**config.mk**
```make
export PLATFORM = sky130hd
export DESIGN_NAME = axi_wburst_arb
export DESIGN_NICKNAME = d
export VERILOG_FILES = /design/src/rtl/axi2s_pkg.sv /design/src/rtl/rr_arbiter_n.sv /design/src/rtl/axi_wburst_arb.sv
export SDC_FILE = /design/constraint.sdc
export NUM_CORES = 1
export LEC_CHECK = 0
export ABC_AREA = 1
export CAP_MARGIN = 15
export CORE_MARGIN = 2
export CORE_UTILIZATION = 40
export CTS_CLUSTER_SIZE = 24
export DETAILED_ROUTE_END_ITERATION = 10
export GPL_TIMING_DRIVEN = 1
export HOLD_SLACK_MARGIN = 0.08
export PLACE_DENSITY = 0.91
export SYNTH_ARGS = -nofsm -noshare
export SYNTH_HDL_FRONTEND = slang
export SYNTH_SLANG_ARGS = --single-unit
```
**constraint.sdc**
```tcl
create_clock -name AXI_clk -period 3.45 [get_ports AXI_clk]
set_clock_uncertainty 0.2 [all_clocks]
set_input_delay 1.035 -clock AXI_clk [delete_from_list [all_inputs] [get_ports AXI_clk]]
set_output_delay 1.035 -clock AXI_clk [all_outputs]
set_load 0.01 [all_outputs]
```
**src/rtl/axi2s_pkg.sv**
```systemverilog
// Shared types and constants for the AXI write-burst scheduler.
package axi2s_pkg;

   typedef enum logic [2:0] {
      S_IDLE = 3'd0,
      S_ADDR = 3'd1,
      S_PRE  = 3'd2,
      S_DATA = 3'd3,
      S_RESP = 3'd4
   } state_t;

   localparam int unsigned BURST_LEN  = 16;
   localparam logic [63:0] ALIGN_MASK = 64'h0000_0000_0000_003f;
   localparam logic [1:0]  BRESP_OKAY = 2'b00;

   // Fixed AW/W fields driven as constants by the wrapper around this block
   localparam logic [3:0]  AXI_AWLEN   = 4'hf;
   localparam logic [2:0]  AXI_AWSIZE  = 3'b010;
   localparam logic [1:0]  AXI_AWBURST = 2'b01;
   localparam logic [5:0]  AXI_AWID    = 6'h3f;
   localparam logic [3:0]  AXI_WSTRB   = 4'hf;

endpackage

```
**src/rtl/rr_arbiter_n.sv**
```systemverilog
// Combinational round-robin pick: first requester at or after the pointer.
module rr_arbiter_n #(
   parameter int unsigned NREQ = 2,
   parameter int unsigned IDXW = 1
) (
   input  logic [NREQ-1:0] i_req,
   input  logic [IDXW-1:0] i_ptr,
   output logic [NREQ-1:0] o_gnt_oh_c,
   output logic [IDXW-1:0] o_gnt_idx_c,
   output logic            o_any_c
);

   int unsigned     w_j;
   logic [IDXW-1:0] w_jx;

   // Scan cyclically from the pointer, keep the first hit
   always_comb begin
      o_gnt_oh_c  = '0;
      o_gnt_idx_c = '0;
      o_any_c     = 1'b0;
      w_j         = 0;
      w_jx        = '0;
      for (int unsigned k = 0; k < NREQ; k++) begin
         w_j = 32'(i_ptr) + k;
         if (w_j >= NREQ) w_j = w_j - NREQ;
         w_jx = IDXW'(w_j);
         if (!o_any_c && i_req[w_jx]) begin
            o_any_c          = 1'b1;
            o_gnt_oh_c[w_jx] = 1'b1;
            o_gnt_idx_c      = w_jx;
         end
      end
   end

endmodule

```
**src/rtl/axi_wburst_arb.sv**
```systemverilog
// Round-robin scheduler sharing one AXI write channel between NREQ producers.
module axi_wburst_arb #(
   parameter int unsigned NREQ      = 2,
   parameter int unsigned BURST_LEN = axi2s_pkg::BURST_LEN,
   parameter int unsigned DATA_W    = 32,
   parameter int unsigned ADDR_W    = 32,
   parameter int unsigned B_TIMEOUT = 1024
) (
   input  logic                     AXI_clk,
   input  logic                     rst,
   input  logic [NREQ-1:0]          req,
   input  logic [NREQ*ADDR_W-1:0]   req_addr,
   input  logic [NREQ-1:0]          req_half,
   output logic [NREQ-1:0]          gnt,
   output logic [NREQ-1:0]          done,
   output logic [NREQ-1:0]          err,
   output logic [NREQ-1:0]          buf_en,
   output logic [4:0]               buf_addr,
   input  logic [NREQ*DATA_W-1:0]   buf_data,
   output logic [ADDR_W-1:0]        AXI_awaddr,
   output logic                     AXI_awvalid,
   input  logic                     AXI_awready,
   output logic [DATA_W-1:0]        AXI_wdata,
   output logic                     AXI_wvalid,
   input  logic                     AXI_wready,
   output logic                     AXI_wlast,
   input  logic                     AXI_bvalid,
   output logic                     AXI_bready,
   input  logic [1:0]               AXI_bresp,
   output logic                     busy
);
   import axi2s_pkg::*;

   localparam int unsigned IDXW = (NREQ > 1) ? $clog2(NREQ) : 1;
   localparam int unsigned TW   = (B_TIMEOUT > 1) ? $clog2(B_TIMEOUT) : 1;

   state_t            r_state;
   logic [IDXW-1:0]   r_ptr;
   logic [IDXW-1:0]   r_idx;
   logic [NREQ-1:0]   r_oh;
   logic [ADDR_W-1:0] r_awaddr;
   logic              r_half;
   logic [3:0]        r_beat;
   logic [TW-1:0]     r_tmo;
   logic [NREQ-1:0]   r_gnt, r_done, r_err;
   logic              r_awvalid, r_wvalid, r_wlast, r_bready, r_busy;

   logic [NREQ-1:0]   w_arb_oh;
   logic [IDXW-1:0]   w_arb_idx;
   logic              w_arb_any;
   logic [ADDR_W-1:0] w_req_addr;
   logic              w_last;

   rr_arbiter_n #(.NREQ(NREQ), .IDXW(IDXW)) u_arb (
      .i_req       (req),
      .i_ptr       (r_ptr),
      .o_gnt_oh_c  (w_arb_oh),
      .o_gnt_idx_c (w_arb_idx),
      .o_any_c     (w_arb_any)
   );

   assign w_req_addr = req_addr[32'(w_arb_idx)*ADDR_W +: ADDR_W];
   assign w_last     = (r_beat == 4'(BURST_LEN - 1));

   // RAM read port: prefetch word 0 in PRE, next word on each accepted beat
   always_comb begin
      buf_en   = '0;
      buf_addr = '0;
      if (r_state == S_PRE) begin
         buf_en   = r_oh;
         buf_addr = {r_half, 4'd0};
      end else if (r_state == S_DATA && AXI_wready && !w_last) begin
         buf_en   = r_oh;
         buf_addr = {r_half, r_beat + 4'd1};
      end
   end

   // W data taken straight from the granted producer's RAM output
   always_comb begin
      AXI_wdata = '0;
      for (int unsigned p = 0; p < NREQ; p++) begin
         if (r_wvalid && r_idx == IDXW'(p)) AXI_wdata = buf_data[p*DATA_W +: DATA_W];
      end
   end

   // Burst FSM with registered AXI handshake and status outputs
   always_ff @(posedge AXI_clk or posedge rst) begin
      if (rst) begin
         r_state   <= S_IDLE;
         r_ptr     <= '0;
         r_idx     <= '0;
         r_oh      <= '0;
         r_awaddr  <= '0;
         r_half    <= 1'b0;
         r_beat    <= '0;
         r_tmo     <= '0;
         r_gnt     <= '0;
         r_done    <= '0;
         r_err     <= '0;
         r_awvalid <= 1'b0;
         r_wvalid  <= 1'b0;
         r_wlast   <= 1'b0;
         r_bready  <= 1'b0;
         r_busy    <= 1'b0;
      end else begin
         r_gnt  <= '0;
         r_done <= '0;
         r_err  <= '0;
         case (r_state)
            S_IDLE: begin
               r_bready <= 1'b1;
               if (w_arb_any) begin
                  r_idx     <= w_arb_idx;
                  r_oh      <= w_arb_oh;
                  r_awaddr  <= w_req_addr & ~ADDR_W'(ALIGN_MASK);
                  r_half    <= req_half[w_arb_idx];
                  r_ptr     <= (w_arb_idx == IDXW'(NREQ - 1)) ? '0 : w_arb_idx + 1'b1;
                  r_awvalid <= 1'b1;
                  r_bready  <= 1'b0;
                  r_busy    <= 1'b1;
                  r_state   <= S_ADDR;
               end
            end
            S_ADDR: begin
               if (AXI_awready) begin
                  r_gnt     <= r_oh;
                  r_awvalid <= 1'b0;
                  r_state   <= S_PRE;
               end
            end
            S_PRE: begin
               r_beat   <= '0;
               r_wvalid <= 1'b1;
               r_wlast  <= (BURST_LEN == 1);
               r_state  <= S_DATA;
            end
            S_DATA: begin
               if (AXI_wready) begin
                  if (w_last) begin
                     r_wvalid <= 1'b0;
                     r_wlast  <= 1'b0;
                     r_bready <= 1'b1;
                     r_tmo    <= '0;
                     r_state  <= S_RESP;
                  end else begin
                     r_beat  <= r_beat + 4'd1;
                     r_wlast <= ((r_beat + 4'd1) == 4'(BURST_LEN - 1));
                  end
               end
            end
            S_RESP: begin
               if (AXI_bvalid) begin
                  if (AXI_bresp == BRESP_OKAY) r_done <= r_oh;
                  else                         r_err  <= r_oh;
                  r_busy  <= 1'b0;
                  r_state <= S_IDLE;
               end else if (r_tmo == TW'(B_TIMEOUT - 1)) begin
                  r_err   <= r_oh;
                  r_busy  <= 1'b0;
                  r_state <= S_IDLE;
               end else begin
                  r_tmo <= r_tmo + 1'b1;
               end
            end
            default: r_state <= S_IDLE;
         endcase
      end
   end

   assign gnt         = r_gnt;
   assign done        = r_done;
   assign err         = r_err;
   assign AXI_awaddr  = r_awaddr;
   assign AXI_awvalid = r_awvalid;
   assign AXI_wvalid  = r_wvalid;
   assign AXI_wlast   = r_wlast;
   assign AXI_bready  = r_bready;
   assign busy        = r_busy;

endmodule

```
# --- Yosys cells after proc, flatten, opt, wreduce, memory -nomap -nowiden ---
# Index checks and enable logic that the tools add are counted.
classes:
  n_addsub: 6
  magnitude_cmp: 7
  eq_ne: 15
  n_shift: 1
  n_mux: 65
  bitwise_logic: 2
  reduce_logical: 25
op_table:
  columns: ["operator", "n"]
  rows:
  - ["32-bit two-way mux", 2]
  - ["64-bit by 7-bit indexed part select with 32-bit output", 1]
  - ["10-bit two-way mux", 4]
  - ["1-bit two-way mux", 26]
  - ["2-bit two-way mux", 13]
  - ["10-bit one-hot mux with 2 select lines", 1]
  - ["3-bit two-way mux", 6]
  - ["3-bit one-hot mux with 5 select lines", 1]
  - ["3-bit AND reduction", 5]
  - ["2-bit != test, second input constant", 6]
  - ["10-bit by 1-bit adder with 10-bit output, second input constant", 1]
  - ["10-bit == test, second input constant", 1]
  - ["5-bit two-way mux", 2]
  - ["1-bit one-hot mux with 2 select lines", 5]
  - ["5-bit AND reduction", 2]
  - ["2-bit nonzero test", 5]
  - ["4-bit == test, second input constant", 2]
  - ["4-bit two-way mux", 2]
  - ["4-bit one-hot mux with 2 select lines", 1]
  - ["1-bit logical AND", 7]
  - ["3-bit by 2-bit == test with 1-bit output, second input constant", 2]
  - ["1-bit by 2-bit less-than comparator with 1-bit output, second input constant", 3]
  - ["4-bit by 1-bit adder with 4-bit output, second input constant", 1]
  - ["2-bit AND reduction", 2]
  - ["other kinds (16)", 20]
totals:
  reg_bits: 59
  inputBits: 139
  output_inout_bits: 82
  elab_cells: 137

# --- Depth between registers and ports, before layout ---
depth:
  ltp_word: 10
  mapped_depth: 9
  depth_no_buf: 9

# --- By module ---
# From an unflattened synthesis, not the netlist that was laid out.
unflattened:
  cells_unflattened: 477
  hier_area_um2: 3509.6
modules_own_cells:
  columns: ["module", "instances", "cells_per_inst", "area_each_um2", "seq_area_each_um2"]
  rows:
  - ["axi_wburst_arb", 1, 463, 3454.6, 1476.4]
  - ["rr_arbiter_n", 1, 14, 55.1, 0.0]

# --- Worst setup path before layout ---
# OpenSTA, ideal clock, no wires.
synth_timing:
  path_type: "input -> output"
  from: "input AXI_wready"
  to: "output buf_addr[4]"
  arrival_ns: 1.479
  t_required_ns: 2.215
  slack_ns: 0.736
  path_stages: 4
  path_buffers: 0
  path_cell_list: "nand3_2 > nand2_1 > inv_2 > nor2_1"
synth_between:
  elab_chain_cells: 4
synth_lines:
  columns: ["item", "line", "rtl"]
  rows:
  - ["start, declared", "axi_wburst_arb.sv:25", "input logic AXI_wready,"]
  - ["1-bit logical AND (2 in series)", "axi_wburst_arb.sv:72", "end else if (r_state == S_DATA && AXI_wready && !w_last) begin"]
  - ["5-bit two-way mux", "axi_wburst_arb.sv:72", null]
  - ["5-bit two-way mux", "axi_wburst_arb.sv:69", "if (r_state == S_PRE) begin"]
  - ["end, declared", "axi_wburst_arb.sv:18", "output logic [4:0] buf_addr,"]
# Every way passes these cells.

# --- Worst setup path after layout ---
layout_timing:
  from: "input AXI_wready"
  to: "output buf_en[1]"
layout_between:
  elab_chain_cells: 4
layout_lines:
  columns: ["item", "line", "rtl"]
  rows:
  - ["1-bit logical AND (2 in series)", "axi_wburst_arb.sv:72", null]
  - ["2-bit two-way mux", "axi_wburst_arb.sv:72", null]
  - ["2-bit two-way mux", "axi_wburst_arb.sv:69", null]
  - ["end, declared", "axi_wburst_arb.sv:17", "output logic [NREQ-1:0] buf_en,"]
# Every way passes these cells.

==> impl_metrics.json <==
{
  "status": "finished clean",
  "min_from": "AXI_awaddr[27]",
  "drt_iter0_drc": 144,
  "antenna_found_initial": 0,
  "cp.arrival_ns": 2.20,
  "p_sw_uw": 1560,
  "cts_tree": "yes",
  "tightest_slew_ns": 0.601,
  "synth.avg_cell_area_um2": 7.42,
  "yosysSeqAreaShare_pct": 41.8,
  "tns_ns": 0,
  "rsz0062_at_grt": "no",
  "cp_slowest_cell": "clkdlybuf4s50_1",
  "hold_class": "reg -> reg",
  "synth_top_area_share_pct": 41.8,
  "hold_buffers": 0,
  "synth_xor_xnor_area_share_pct": 1.24,
  "syn_area_um2": 3530,
  "r2r-start": "r_state[0]",
  "synthCells": 476,
  "nets": 822,
  "start_util_pct": 40.9,
  "peakVddDrop_mv": 0.451,
  "synth_top_area_cell": "dfrtp_1",
  "dr.pass1.iters": 4,
  "crit_family": "buffers and inverters",
  "fp.dieW_um": 97.9,
  "cts.reportedPaths.clkPinSlew_ns": 0.07,
  "leakagePower_uw": 0.00316,
  "cts.sinks": 59,
  "finalHoldViolCount": 0,
  "slew_headroom_pct": 59.8,
  "grt_pass1_vias": 3943,
  "ff2ff_setup_slack_ns": 1.33,
  "max-cap-violations": 0,
  "grt_max_degree": 66,
  "register_area_um2": 1480,
  "crit_path_end": "buf_en[1]",
  "grt_first_pass_wirelength_um": 18600,
  "antenna_left": 0,
  "path_max_fanout": 4,
  "crit_type": "in -> out",
  "worstSkewPairLatency_ns": 0.33,
  "ys_warn_count": 0,
  "pwr-share-comb_pct": 54.0,
  "pin_count": 221,
  "globalplace.congestion": 0.860,
  "crit_cells": 6,
  "wirelength_um": 11600,
  "critPathBufInv": 3,
  "synth.most_common_cell": "nand2_1",
  "synth-simple-area-share_pct": 31.7,
  "synth-adder-area-share_pct": 1.06,
  "muxShareOfSynthArea_pct": 0,
  "finalCriticalPeriod_ns": 3.43,
  "antenna_cells": 0,
  "drt-wirelength-per-cell_um": 14.7,
  "drc_errors": 0,
  "multi_input_area_um2": 1620,
  "clockRootBuffer": "clkbuf_8",
  "switching_share_pct": 38.3,
  "pwr-share-seq_pct": 27.1,
  "setup_viol": 0,
  "syn_to_final_growth_pct": 68.9,
  "critPathRequiredTime_ns": 2.21,
  "synth-edff-count": 0,
  "rows": 34,
  "clock_path_buffers": 2,
  "clkPwrFrac_pct": 18.9,
  "synth_compound_area_share_pct": 11.2,
  "synth_top_family_by_area": "simple AND/OR/NAND/NOR gates",
  "synthFlopType": "dfrtp_1",
  "slew_viol_final": 0,
  "drive_gt1_share_pct": 8.91,
  "io_buffers": 202,
  "startpoint_type": "input port",
  "p_per_area_nw_per_um2": 681,
  "grtUsageTotal_pct": 23.9,
  "crit_path_cell_trace": "clkdlybuf4s50_1 -> nand3_2 -> nand2_1 -> inv_2 -> nor2_1 -> clkdlybuf4s15_1",
  "htreeDepth": 3,
  "core_um2": 8640,
  "p_int_uw": 2500,
  "dp_hpwl_um": 9140,
  "async_flop_share_pct": 100,
  "cp-end-kind": "output port",
  "vias": 3939,
  "finalCritPeriodShare_pct": 99.5,
  "r2r-end": "AXI_awaddr[17]",
  "fp.dieH_um": 97.9,
  "numCtsBuffers": 9,
  "vias_per_cell": 4.97,
  "slowest_delay_ns": 0.51,
  "fillers": 682,
  "synth.distinct_cells": 32,
  "synth-seq-cells": 59,
  "die_area_um2": 9590,
  "whs_ns": 0.291,
  "cp-startpoint": "AXI_wready",
  "grt_overflow": 0,
  "r2r_cells": 6,
  "synthTopCellsByCount": "136 x nand2_1, 81 x nand3_1, 75 x inv_1, 59 x dfrtp_1, 25 x nor2_1",
  "fin_total_pwr_uw": 4060,
  "synth_area_leaders": "dfrtp_1 42%, nand2_1 14%, nand3_1 11%, inv_1 8.0%, o221ai_2 4.3%",
  "max_clock_freq_ghz": 0.291
}
==> how the worst min path moves through the flow <==
stage / cells past startpoint / end
after global routing: 2 / AXI_awaddr[27]
final: 2 / AXI_awaddr[27]
after detailed placement: 2 / AXI_awaddr[27]
after floorplan: 2 / r_half
after CTS: 2 / AXI_awaddr[27]
after global placement: 2 / AXI_awvalid
==> cells in the final DEF (no fill, tap or decap), types with 4 or more instances in the layout <==
cell,n
nand4_1,4
buf_4,13
dlygate4sd2_1,6
clkbuf_2,4
conb_1,6
o21ai_0,5
nand2_1,136
inv_2,6
o221ai_1,17
nor2_1,25
o221ai_2,10
dlymetal6s2s_1,23
clkbuf_8,10
dfrtp_1,58
clkdlybuf4s50_1,167
nand3_1,81
inv_1,74
==> flip-flops by register name, indices dropped and copies added, names as in the netlist, 2 cells and up <==
name        flops
err             2
done            2
r_beat          4
gnt             2
AXI_awaddr     26
r_state         3
r_tmo          10
r_oh            2
==> layer usage <==
layer | global-route usage (%) | share of wire, %
met4 | 9.51 | 2.6
met5 | 0 | 0
met1 | 25.4 | 37
met2 | 45.5 | 54
met3 | 5.44 | 7.2
==> power groups by stage <==
stage	combinational [uW]	sequential (uW)	clock (uW)
after global routing	2400	1130	816
after global placement	2190	1090	0
after CTS	2230	1100	782
after detailed placement	2250	1100	0
final	2190	1100	767
after floorplan	1090	1150	0
==> per-stage QoR <==
step	instances	utilization [%]	worst slack [ns]	cell area (um2)
CTS	793	68.5	0.000278	5920
floorplan	481	-	0.736	3550
detailed placement	777	65.9	-0.286	5690
global placement	777	65.9	-0.241	5690
finish	793	69.0	0.0187	5960
global route	793	69.0	0.000580	5960
==> tightest hold or removal path, delay by kind of cell, from the launching register on <==
kind	cells	cell delay (ns)
and+or+nand+nor	1	0.06
DFF	1	0.34
AOI/OAI and AO/OA	1	0.05
==> layout make-up <==
| class | count | area share, % |
|---|---|---|
| Timing Repair Buffer | 217 | 36.7 |
| Multi-Input combinational cell | 313 | 27.1 |
| Sequential cell | 59 | 24.8 |
| Inverter | 80 | 5.04 |
| Clock buffer | 11 | 2.37 |
| Tap cell | 108 | 2.27 |
| Clock inverter | 5 | 1.68 |
==> cells by family after synthesis <==
family	count (synthesis)
and+or+nand+nor	257
xor gates and xnor gates	5
AOI/OAI and AO/OA	42
DFF	59
adders and majority gates	3
other	1
buffers and inverters	109
==> what timing repair did <==
action | in CTS | in global routing
endpoints found under the setup margin | 12 | 29
gates resized for setup | 13 | 32
pin swaps | 0 | 0
setup buffers | 0 | 0
Power figures use the tool's default switching activity.
